===== src/rtl/router_pkg.sv =====
// Shared types for the router address generator slice.
package router_pkg;

    localparam int unsigned ADDR_WIDTH_DEFAULT = 8;

    typedef enum logic {
        IDLE,
        GEN
    } gen_state_t;

endpackage


===== src/rtl/addr_fifo.sv =====
// Synchronous show-ahead FIFO with occupancy count and full/empty flags.
module addr_fifo #(
    parameter int unsigned WIDTH = 8,
    parameter int unsigned DEPTH = 16,
    localparam int unsigned PW = $clog2(DEPTH),
    localparam int unsigned CW = $clog2(DEPTH + 1)
) (
    input  logic             i_clk,
    input  logic             i_rst,
    input  logic             i_clear,
    input  logic             i_push,
    input  logic [WIDTH-1:0] i_data,
    input  logic             i_pop,
    output logic [WIDTH-1:0] o_data,
    output logic [CW-1:0]    o_count,
    output logic             o_full,
    output logic             o_empty
);

    logic [WIDTH-1:0] mem [DEPTH];
    logic [PW-1:0]    wr_ptr_q, rd_ptr_q;
    logic [CW-1:0]    count_q;
    logic             do_push, do_pop;

    assign o_full  = (count_q == CW'(DEPTH));
    assign o_empty = (count_q == '0);
    assign o_count = count_q;
    // Full is judged before any same-cycle pop, so a pop never makes room for a push.
    assign do_push = i_push && !o_full && !i_clear;
    assign do_pop  = i_pop && !o_empty && !i_clear;
    assign o_data  = o_empty ? '0 : mem[rd_ptr_q];

    always_ff @(posedge i_clk or posedge i_rst) begin
        if (i_rst) begin
            wr_ptr_q <= '0;
            rd_ptr_q <= '0;
            count_q  <= '0;
        end else if (i_clear) begin
            wr_ptr_q <= '0;
            rd_ptr_q <= '0;
            count_q  <= '0;
        end else begin
            if (do_push) wr_ptr_q <= wr_ptr_q + PW'(1);
            if (do_pop)  rd_ptr_q <= rd_ptr_q + PW'(1);
            if (do_push && !do_pop)      count_q <= count_q + CW'(1);
            else if (!do_push && do_pop) count_q <= count_q - CW'(1);
        end
    end

    always_ff @(posedge i_clk) begin
        if (do_push) mem[wr_ptr_q] <= i_data;
    end

endmodule


===== src/rtl/router_addr_gen.sv =====
// Per-row kernel-window address generator: expands captured output coordinates into
// k*k input-map addresses and queues them in a show-ahead FIFO.
module router_addr_gen
    import router_pkg::*;
#(
    parameter int unsigned ROW_ID     = 0,
    parameter int unsigned ROW_COUNT  = 4,
    parameter int unsigned ADDR_WIDTH = ADDR_WIDTH_DEFAULT,
    parameter int unsigned K_MAX      = 7,
    parameter int unsigned FIFO_DEPTH = 16,
    localparam int unsigned KW = $clog2(K_MAX + 1)
) (
    input  logic                  i_clk,
    input  logic                  i_rst,
    input  logic                  i_reg_clear,
    input  logic                  i_en,
    input  logic [ROW_COUNT-1:0]  i_row_id,
    input  logic [ADDR_WIDTH-1:0] i_o_x,
    input  logic [ADDR_WIDTH-1:0] i_o_y,
    input  logic [ADDR_WIDTH-1:0] i_start_addr,
    input  logic [ADDR_WIDTH-1:0] i_i_size,
    input  logic [KW-1:0]         i_k_size,
    input  logic                  i_pop,
    output logic [ADDR_WIDTH-1:0] o_addr,
    output logic                  o_addr_empty,
    output logic                  o_busy,
    output logic                  o_win_done,
    output logic                  o_overflow
);

    localparam int unsigned CRD_W = 4 * ADDR_WIDTH + KW;
    localparam int unsigned W2    = 2 * ADDR_WIDTH;

    gen_state_t       state_q, state_d;
    logic [CRD_W-1:0] cur_q, cur_d, pend_q, pend_d, in_crd;
    logic             pend_valid_q, pend_valid_d;
    logic [KW-1:0]    kx_q, kx_d, ky_q, ky_d;
    logic             overflow_q, overflow_d;

    logic [ADDR_WIDTH-1:0] cur_x, cur_y, cur_start, cur_isize;
    logic [KW-1:0]         cur_k;
    logic [W2-1:0]         sum;
    logic                  capture, push, fifo_full, kx_last, ky_last, win_last;
    logic                  unused_sum_hi;
    logic [$clog2(FIFO_DEPTH+1)-1:0] unused_fifo_count;

    // Window parameters travel with the coordinate so they stay fixed for its whole window.
    assign in_crd = {i_o_x, i_o_y, i_start_addr, i_i_size, i_k_size};
    assign {cur_x, cur_y, cur_start, cur_isize, cur_k} = cur_q;

    assign capture  = i_en && (i_row_id == ROW_COUNT'(ROW_ID));
    assign push     = (state_q == GEN) && !fifo_full && !i_reg_clear;
    assign kx_last  = (kx_q == cur_k - KW'(1));
    assign ky_last  = (ky_q == cur_k - KW'(1));
    assign win_last = push && kx_last && ky_last;

    assign sum = W2'(cur_start) + (W2'(cur_y) + W2'(ky_q)) * W2'(cur_isize)
               + W2'(cur_x) + W2'(kx_q);
    assign unused_sum_hi = ^sum[W2-1:ADDR_WIDTH];

    always_comb begin
        state_d      = state_q;
        cur_d        = cur_q;
        pend_d       = pend_q;
        pend_valid_d = pend_valid_q;
        kx_d         = kx_q;
        ky_d         = ky_q;
        overflow_d   = overflow_q;
        unique case (state_q)
            IDLE: begin
                if (capture) begin
                    cur_d   = in_crd;
                    kx_d    = '0;
                    ky_d    = '0;
                    state_d = GEN;
                end
            end
            GEN: begin
                if (push) begin
                    if (kx_last) begin
                        kx_d = '0;
                        ky_d = ky_q + KW'(1);
                    end else begin
                        kx_d = kx_q + KW'(1);
                    end
                end
                if (win_last) begin
                    kx_d = '0;
                    ky_d = '0;
                    if (pend_valid_q) begin
                        cur_d        = pend_q;
                        pend_valid_d = capture;
                        if (capture) pend_d = in_crd;
                    end else if (capture) begin
                        cur_d = in_crd;
                    end else begin
                        state_d = IDLE;
                    end
                end else if (capture) begin
                    if (pend_valid_q) begin
                        overflow_d = 1'b1;
                    end else begin
                        pend_d       = in_crd;
                        pend_valid_d = 1'b1;
                    end
                end
            end
            default: state_d = IDLE;
        endcase
        if (i_reg_clear) begin
            state_d      = IDLE;
            cur_d        = '0;
            pend_d       = '0;
            pend_valid_d = 1'b0;
            kx_d         = '0;
            ky_d         = '0;
            overflow_d   = 1'b0;
        end
    end

    always_ff @(posedge i_clk or posedge i_rst) begin
        if (i_rst) begin
            state_q      <= IDLE;
            cur_q        <= '0;
            pend_q       <= '0;
            pend_valid_q <= 1'b0;
            kx_q         <= '0;
            ky_q         <= '0;
            overflow_q   <= 1'b0;
        end else begin
            state_q      <= state_d;
            cur_q        <= cur_d;
            pend_q       <= pend_d;
            pend_valid_q <= pend_valid_d;
            kx_q         <= kx_d;
            ky_q         <= ky_d;
            overflow_q   <= overflow_d;
        end
    end

    addr_fifo #(
        .WIDTH (ADDR_WIDTH),
        .DEPTH (FIFO_DEPTH)
    ) u_addr_fifo (
        .i_clk   (i_clk),
        .i_rst   (i_rst),
        .i_clear (i_reg_clear),
        .i_push  (push),
        .i_data  (sum[ADDR_WIDTH-1:0]),
        .i_pop   (i_pop),
        .o_data  (o_addr),
        .o_count (unused_fifo_count),
        .o_full  (fifo_full),
        .o_empty (o_addr_empty)
    );

    assign o_busy     = (state_q == GEN) || pend_valid_q;
    assign o_win_done = win_last;
    assign o_overflow = overflow_q;

endmodule


===== config.mk =====
export PLATFORM = sky130hd
export DESIGN_NAME = router_addr_gen
export DESIGN_NICKNAME = d
export VERILOG_FILES = /design/src/rtl/router_pkg.sv /design/src/rtl/addr_fifo.sv /design/src/rtl/router_addr_gen.sv
export SDC_FILE = /design/constraint.sdc
export NUM_CORES = 1
export LEC_CHECK = 0
export BUFFER_PORTS_ARGS = -buffer_cell sky130_fd_sc_hd__buf_2
export CORE_ASPECT_RATIO = 0.7
export CORE_UTILIZATION = 30
export DETAILED_ROUTE_END_ITERATION = 6
export PLACE_DENSITY = 0.42
export SKIP_LAST_GASP = 1
export SLEW_MARGIN = 20
export SYNTH_ARGS = -nofsm -noshare
export SYNTH_HDL_FRONTEND = slang
export SYNTH_SLANG_ARGS = --single-unit

===== constraint.sdc =====
create_clock -name i_clk -period 5.65 [get_ports i_clk]
set_input_delay 0.8475 -clock i_clk [delete_from_list [all_inputs] [get_ports i_clk]]
set_output_delay 0.8475 -clock i_clk [all_outputs]
set_load 0.02 [all_outputs]

**Word level (Yosys, flattened, before mapping)**

Memory sizes are Yosys's and may differ from the RTL's.
Index checks and enable logic that the tools add are counted.

- Register bits: 92
- RAM bits: 128
- Input bits: 44
- Output and inout port bits: 12
- Word-level logic and storage cells: 114
- Memories kept: 1

Memory list:

| name | words | width | read ports | clocked after memory_dff | wr ports | line | RTL |
|---|---|---|---|---|---|---|---|
| u_addr_fifo.mem | 16 | 8 | 1 | 0 | 1 | addr_fifo.sv:20 | `logic [WIDTH-1:0] mem [DEPTH];` |

- Add/subtract/negate cells: 11
- Multiply operators: 1
- Equal/unequal tests: 11
- Muxes and demuxes: 48
- Bitwise gates (word level): 1
- Reduce and logical (&&, ||, !) cells: 31

Operators by type and width:

| cell | number |
|---|---|
| $mux 35 | 11 |
| $pmux 35 s2 | 1 |
| $mux 3 | 9 |
| $add 8x8->8 | 2 |
| $mux 1 | 16 |
| $mux 4 | 4 |
| $mux 5 | 3 |
| $pmux 3 s2 | 2 |
| $logic_and 1x1->1 | 11 |
| $reduce_bool 2->1 | 5 |
| $add 8x3->9 | 1 |
| $mul 9x8->8 | 1 |
| $ne 3x3->1 const B | 3 |
| $add 4x1->4 const B | 2 |
| $add 8x3->8 | 1 |
| $mux 8 | 1 |
| $ne 4x3->1 const B | 2 |
| $add 3x1->3 const B | 2 |
| $eq 3x3->1 | 2 |
| $ne 3x2->1 const B | 2 |
| $reduce_bool 3->1 | 2 |
| $add 5x1->5 const B | 1 |
| $eq 5x5->1 const B | 1 |
| $logic_not 1->1 | 5 |
| 12 further kinds | 13 |

**Longest topological paths before layout**

Gate-level depths: netlist of run 1.

- Depth in word-level cells: 11
- Gate-level depth with buffers: 22

**Modules after synthesis**

Synthesis of run 1 repeated with hierarchy kept, for this count alone.

- Cell total of the unflattened synthesis: 988
- Area, all modules: 12,249.2 um^2

By module, submodules not included:

| module | times used | cells an instance | area each (um^2) |
|---|---|---|---|
| router_addr_gen | 1 | 675 | 6,296.0 |
| addr_fifo | 1 | 313 | 5,953.2 |

**Worst setup path after synthesis of run 1**

OpenSTA, ideal clock, no wires.

- Path type: flip-flop to flip-flop
- From: reg ky_q[0]
- To: mem u_addr_fifo.mem[0][7], data pin
- Data arrival time: 5.304 ns
- Data required time: 5.336 ns
- Slack: 0.032 ns
- Stages on the path, launching flop included: 22
- Buffers on the path: 0
- Path through: dfrtp_1 ha_1 inv_1 fa_1 nor2b_1 o2111ai_1 xnor2_1 nand2_1 fa_1 inv_1 fa_1 inv_1 fa_1 inv_1 fa_1 inv_1 fa_1 xnor2_1 xnor3_1 xnor2_1 xnor3_1 xnor3_1

- Longest elaborated chain between the ends: 5

Ends and longest elaborated chain:

| item | line | RTL |
|---|---|---|
| from (decl) | router_addr_gen.sv:37 | `logic [KW-1:0] kx_q, kx_d, ky_q, ky_d;` |
| from (signal assigned) | router_addr_gen.sv:136 | `ky_q <= ky_d;` |
| $add 8x3->9 | router_addr_gen.sv:57 | `assign sum = W2'(cur_start) + (W2'(cur_y) + W2'(ky_q)) * W2'(cur_isize)` |
| $mul 9x8->8 | router_addr_gen.sv:57 |  |
| $add 8x8->8 | router_addr_gen.sv:57 |  |
| $add 8x8->8 | router_addr_gen.sv:58 | `+ W2'(cur_x) + W2'(kx_q);` |
| $add 8x3->8 | router_addr_gen.sv:58 |  |
| via sum[7] | router_addr_gen.sv:42 | `logic [W2-1:0] sum;` |
| to (decl) | addr_fifo.sv:20 |  |

The timed path passes the listed nets, and every way through them passes these cells.

**Final worst setup path of run 1**

- From: reg ky_q[0]
- To: mem u_addr_fifo.mem[2][7], data pin

The elaborated chain is that of the path after synthesis.

==> results of run 1 <==
-- cells in the mapped netlist (7+ instances only) --
library cell  count
a211oi_2         31
a21oi_1          14
a22o_1           36
a22oi_1           8
and2_1           12
buf_2            12
clkbuf_1         30
dfrtp_1          92
edfxtp_1        128
fa_1             27
ha_1             33
inv_1            70
mux4_2           40
nand2_1          57
nand2b_1          7
nor2_1           66
nor2b_1          10
o211ai_1          8
o21ai_0          39
or3_1            35
xnor2_1          24
xor2_1           10
-- what timing repair did --
item	CTS	global route
buffers inserted	7	0
endpoints found under the setup margin	16	32
cloned	1	1
pin swaps	4	7
gates resized for setup	12	15
-- final cells by class --
type                       instances  area, um2
clock buffer                      38        724
clock inverter                     8       96.3
fill                            3677      24000
multi-input combinational        531       4870
sequential                       220       6150
tap                              488        611
inverter                          70        265
timing repair buffer              98        613
-- layout by cell type (no fill, tap or decap), types with 8 or more instances in the layout --
master | netlist | final
edfxtp_1 | 128 | 128
dfrtp_1 | 92 | 91
nor2_1 | 66 | 66
inv_1 | 70 | 65
nand2_1 | 57 | 57
buf_2 | 12 | 55
mux4_2 | 40 | 40
buf_4 | 4 | 39
o21ai_0 | 39 | 38
a22o_1 | 36 | 36
or3_1 | 35 | 35
a211oi_2 | 31 | 31
ha_1 | 33 | 30
fa_1 | 27 | 25
clkbuf_16 | 0 | 25
xnor2_1 | 24 | 22
a21oi_1 | 14 | 13
and2_1 | 12 | 12
xor2_1 | 10 | 9
nor2b_1 | 10 | 9
a22oi_1 | 8 | 8
o211ai_1 | 8 | 8
clkbuf_1 | 30 | 8
-- worst max-delay path: cells and delay by family (launching register included) --
kind	cells	cell delay, ns
AOI/OAI and AO/OA	1	0.12
xor gates and xnor gates	6	1.33
adders and majority gates	7	2.94
buffers and inverters	6	0.39
DFF	1	0.35
and+or+nand+nor	2	0.26
-- sequential cells by signal, indices dropped and copies added (netlist names), 3 cells and up --
name	cells
kx_q	3
u_addr_fifo.mem	128
cur_q	35
pend_q	35
ky_q	3
u_addr_fifo.rd_ptr_q	4
u_addr_fifo.o_count	5
u_addr_fifo.wr_ptr_q	4
-- layer usage --
metal	vias to the layer above	track usage, %
li1	3312	-
met1	3653	24.8
met2	108	21.6
met3	27	2.51
met4	0	3.02
met5	-	0
-- kinds of logic after synthesis --
| family | Yosys count | share of synthesized area, % |
|---|---|---|
| multiplexers | 46 | 8.43 |
| adder cells (fa/ha/maj) | 60 | 8.35 |
| XOR/XNOR | 40 | 3.68 |
| buffers and inverters | 120 | 4.41 |
| AND/OR/NAND/NOR | 221 | 9.75 |
| AO/OA/AOI/OAI | 164 | 11.6 |
| flip-flops | 220 | 53.8 |
-- final timing paths --
| check | slack, ns | end | cells after the start |
|---|---|---|---|
| worst max-delay path | 0.008 | u_addr_fifo.mem[2][7]$_DFFE_PP_ | 22 |
| worst min-delay path | 0.43 | pend_q[34]$_DFFE_PP0P_ | 2 |
| worst max register to register | 0.008 | u_addr_fifo.mem[2][7]$_DFFE_PP_ | 22 |
| worst min register to register | 0.49 | pend_q[10]$_DFFE_PP0P_ | 1 |
| max in group asynchronous | 4.17 | cur_q[25]$_DFFE_PP0P_ | 3 |
| min in group i_clk | 0.49 | pend_q[10]$_DFFE_PP0P_ | 1 |
-- through the flow --
step / area (um2) / setup slack, ns / cells / power [mW]
2_1_floorplan: 11400 / 0.0322 / 871 / 2.42
3_3_place_gp: 12300 / -0.157 / 1398 / 2.68
3_5_place_dp: 12300 / -0.229 / 1398 / 2.69
4_1_cts: 13300 / -0.0216 / 1452 / 4.35
5_1_grt: 13300 / -0.232 / 1453 / 4.48
6_report: 13300 / 0.00784 / 1453 / 4.28
-- report_power, final --
part / total [mW] / switching, mW / internal, mW
combinational: 0.813 / 0.426 / 0.387
clock: 1.64 / 0.665 / 0.975
sequential: 1.83 / 0.0962 / 1.73
total: 4.28 / 1.19 / 3.10
==> results.ini, run 1 <==
[status]
status=finished clean

[drt]
ant_nets=0
drc=0
wl_met1_mm=15.9
topRoutingLayerUsed=met4
wl_met2_mm=11.9
avgRoutedWirePerCell_um=20.2
met3_length_mm=1.15
drtIter0Drc=430
wirelength_mm=29.4
vias=7100
dr.pass1.iters=4
via_per_inst=4.89

[setup_path]
crit_arrival_ns=5.92
timing.critical_path.mode_cell=fa_1
setup.worst_path.class=reg2reg
critPathCaptureType=register
crit_path_top_delay_cell=fa_1
max_stage_delay_ns=0.54
required_ns=5.93
start_kind=register
regToRegStartpoint=ky_q[0]$_DFFE_PP0P_
worst-path-max-fanout=8
crit_chain=ha_2, inv_2, fa_2, nor2b_4, o2111ai_2, xnor2_1, nand2_1, fa_1, inv_1, fa_1, inv_1, fa_1, inv_2, fa_1, inv_2, fa_2, xnor2_2, xnor3_1, xnor2_1, xnor3_1, xnor3_2, buf_6
critPathLaunch=ky_q[0]$_DFFE_PP0P_

[final_layout]
syn_to_final_growth_pct=16.7
fin_nets=1050
drive_gt1_share_pct=25.8
n_antenna_cell=0
utilization_pct=35.7

[floorplan]
die_y_um=165
die_x_um=235
io_pins=56
core_mm2=0.0374
die_area_mm2=0.0389
std_cell_rows=59
start_util_pct=30.6

[global_routing]
grt_pass1_wl_mm=45.5
grt_overflow=0
grt_pass1_vias=7309
antenna_found_initial=0
track_usage_pct=15.5
grt_start_max_net_pins=56

[timing]
setup_tns_ns=0
timing.final.crit_period_ns=5.64
rsz0062_at_grt=true
fmax_ghz=0.177
hold_violations=0
whs_ns=0.431
slew_headroom_pct=30.9
fin_skew_ns=0.0116
post-route-period-util_pct=99.9
setup_viol=0
tightest_slew_ns=1.03
drv_slew=0

[clock_tree]
cts-hold-fix-buffers=0
cts_buffers=25
cts-htree-levels=1
cts_sinks=220
clkTransAtPathRegs_ns=0.06
cts_tree=built
clockBufferDepth=3
cts-root-buf=clkbuf_16
worstSkewPairLatency_ns=0.54

[placement]
gp_congestion=0.759
post-dp-hpwl_mm=19.7
io_buffer_count=55

[yosys]
synth.top_cells.by_area=edfxtp_1 (34%), dfrtp_1 (20%), mux4_2 (7.9%)
synth_seq_cells=220
post_synth_num_cell_types=60
ys_warn_count=0
synth_cells=871
avgSynthCellArea_um2=13.1
synth_top_cell_area_share_pct=33.7
synth_nets=975
synth_edf_count=128
synth_top_cell_by_area=edfxtp_1
ys.flop_type=edfxtp_1
synthesis.area_mm2=0.0114
synthArstFlopShare_pct=41.8
ys_seq_area_share_pct=53.8

[hold_path]
worstHoldPathType=in2async

[flow_run]
max_cap_violations=0

[power]
peakVddDrop_v=0.000205
p_leak_nw=5.18
power.density_mw_per_mm2=321

Note: power is estimated with default switching activity, not from simulation.
==> run 2: changes to the inputs <==
--- a/config.mk
+++ b/config.mk
@@ -7,4 +7,5 @@
 export LEC_CHECK = 0
 export BUFFER_PORTS_ARGS = -buffer_cell sky130_fd_sc_hd__buf_2
+export CAP_MARGIN = 40
 export CORE_ASPECT_RATIO = 0.7
 export CORE_UTILIZATION = 30
@@ -12,5 +13,5 @@
 export PLACE_DENSITY = 0.42
 export SKIP_LAST_GASP = 1
-export SLEW_MARGIN = 20
+export SLEW_MARGIN = 15
 export SYNTH_ARGS = -nofsm -noshare
 export SYNTH_HDL_FRONTEND = slang
==> constraint.sdc (replaced) <==
create_clock -name i_clk -period 5.65 [get_ports i_clk]
set_input_delay 0.8475 -clock i_clk [delete_from_list [all_inputs] [get_ports i_clk]]
set_output_delay 0.8475 -clock i_clk [all_outputs]
set_load 0.1 [all_outputs]
==> run 2 against run 1 <==
Clock-buffer cell count down 9. Die area unchanged. Sequential power hardly changed. Cell count rose by 1.0%. First-iteration DRC count grew 8.1%. Clock skew increased by 0.0013 ns. Worst setup slack better by 0.011 ns. Worst hold slack gained 0.030 ns. Largest power group unchanged.
==> results.ini, run 2 (synthesis results as in run 1) <==
[status]
status=finished clean

[clock_tree]
clkTransAtPathRegs_ns=0.07
cts_buffers=24
clockBufferDepth=3
worstSkewPairLatency_ns=0.53
cts-hold-fix-buffers=0
cts-root-buf=clkbuf_16
cts-htree-levels=1
cts_sinks=220
cts_tree=built

[power]
peakVddDrop_v=0.000305
p_leak_nw=5.27
power.density_mw_per_mm2=345

[timing]
setup_viol=0
drv_slew=0
rsz0062_at_grt=true
timing.final.crit_period_ns=5.63
tightest_slew_ns=0.762
hold_violations=0
post-route-period-util_pct=99.7
fin_skew_ns=0.0129
fmax_ghz=0.178
slew_headroom_pct=49.2

[placement]
dp.cells=1419
post-dp-hpwl_mm=20.4
place_area_mm2=0.0125
gp_congestion=0.762
io_buffer_count=55

[flow_run]
max_cap_violations=0

[setup_path]
crit_buf_inv=6
timing.critical_path.mode_cell=fa_1
max_stage_delay_ns=0.55
critPathTopFamily=adder cells
start_kind=register
setup.worst_path.class=reg2reg
worst-path-max-fanout=8
required_ns=5.93
crit_path_top_delay_cell=fa_1
crit_chain=ha_2, inv_2, fa_2, nor2b_4, o2111ai_2, xnor2_1, nand2_1, fa_1, inv_1, fa_1, inv_1, fa_1, inv_2, fa_1, inv_2, fa_2, xnor2_2, xnor3_1, xnor2_1, xnor3_1, xnor3_2, buf_6
critPathCaptureType=register
crit_arrival_ns=5.91

[hold_path]
worstHoldPathType=in2async

[global_routing]
grt_pass1_wl_mm=45.0
antenna_found_initial=0
track_usage_pct=15.2
grt_start_max_net_pins=56
grt_pass1_vias=7190
grt_overflow=0

[floorplan]
core_mm2=0.0374
start_util_pct=30.6
std_cell_rows=59
die_x_um=235
die_area_mm2=0.0389
io_pins=56
die_y_um=165

[drt]
wirelength_mm=29.1
drc=0
avgRoutedWirePerCell_um=19.8
dr.pass1.iters=5
ant_nets=0
vias=7177
via_per_inst=4.89
drtIter0Drc=465

[final_layout]
n_antenna_cell=0
syn_to_final_growth_pct=18.0
fillCellCount=3626
finalInstanceArea_mm2=0.0135
final_common_cell=edfxtp_1
drive_gt1_share_pct=26.8
largestRegisters=u_addr_fifo.mem (128), cur_q (35), pend_q (35)
largest_register_ffs=128
final_cell_mix=edfxtp_1 (128), dfrtp_1 (91), nor2_1 (66)
top_register=u_addr_fifo.mem
stdcell_count=1468
fin_nets=1067

[run 2: cell count changes in the layout (fill, tap and decap cells not counted), sizes merged]
| cell | before | now |
|---|---|---|
| buf | 98 | 116 |
| inv | 72 | 71 |
| bufinv | 2 | 4 |
| clkinv | 4 | 7 |
| clkbuf | 38 | 29 |
| clkinvlp | 0 | 2 |
[run 2: layout make-up]
| class | instances | area, um2 | area share (%) |
|---|---|---|---|
| inverter | 70 | 265 | 1.97 |
| clock buffer | 29 | 641 | 4.75 |
| multi-input combinational | 531 | 4850 | 36.0 |
| timing repair buffer | 116 | 772 | 5.73 |
| clock inverter | 14 | 186 | 1.38 |
| tap | 488 | 611 | 4.53 |
| sequential | 220 | 6150 | 45.6 |
[run 2: worst paths after layout]
check / cells after the start / startpoint / end / slack, ns
min: 2 / i_rst / pend_q[7]$_DFFE_PP0P_ / 0.46
max in group asynchronous: 3 / i_rst / pend_q[17]$_DFFE_PP0P_ / 4.17
max reg2reg: 22 / ky_q[0]$_DFFE_PP0P_ / u_addr_fifo.mem[10][7]$_DFFE_PP_ / 0.02
min reg2reg: 1 / pend_q[23]$_DFFE_PP0P_ / pend_q[23]$_DFFE_PP0P_ / 0.49
max: 22 / ky_q[0]$_DFFE_PP0P_ / u_addr_fifo.mem[10][7]$_DFFE_PP_ / 0.02
min in group i_clk: 1 / pend_q[23]$_DFFE_PP0P_ / pend_q[23]$_DFFE_PP0P_ / 0.49
[run 2: routing by layer]
metal | vias to the layer above | GRT usage (%) | wire length (um)
met5 | - | 0 | 0
met4 | 0 | 3.05 | 459
met3 | 29 | 1.99 | 1170
met2 | 132 | 21.3 | 11700
met1 | 3662 | 24.6 | 15800
li1 | 3354 | - | -
[run 2: what timing repair did]
action,in CTS,in global routing
gates resized for setup,4,18
buffers inserted,3,2
pin swaps,3,2
cloned,0,1
endpoints found under the setup margin,16,16
[run 2: stage by stage]
step           utilization [%]  worst slack (ns)  total power, mW  setup TNS, ns  hold WS [ns]
4_1_cts                   35.9            0.0139             4.71              0         0.470
5_1_grt                   36.1            -0.192             4.84          -2.95         0.511
6_report                  36.1            0.0187             4.65              0         0.461
3_5_place_dp              33.5            -0.210             3.03          -3.35         0.477
2_1_floorplan                -            0.0322             2.77              0         0.461
3_3_place_gp              33.1            -0.155             3.03          -2.47         0.480
[run 2: worst reg2reg max path: cells and delay by family (launching register included)]
kind,cells,cell delay [ns]
fa+ha+maj,7,2.94
xor+xnor,6,1.32
buf+inv,6,0.39
flops,1,0.35
simple gates,2,0.26
compound gates,1,0.12
[run 2: power by group]
group          internal (mW)  switching, mW
clock                  0.995          0.671
sequential              1.73         0.0719
combinational          0.390          0.792
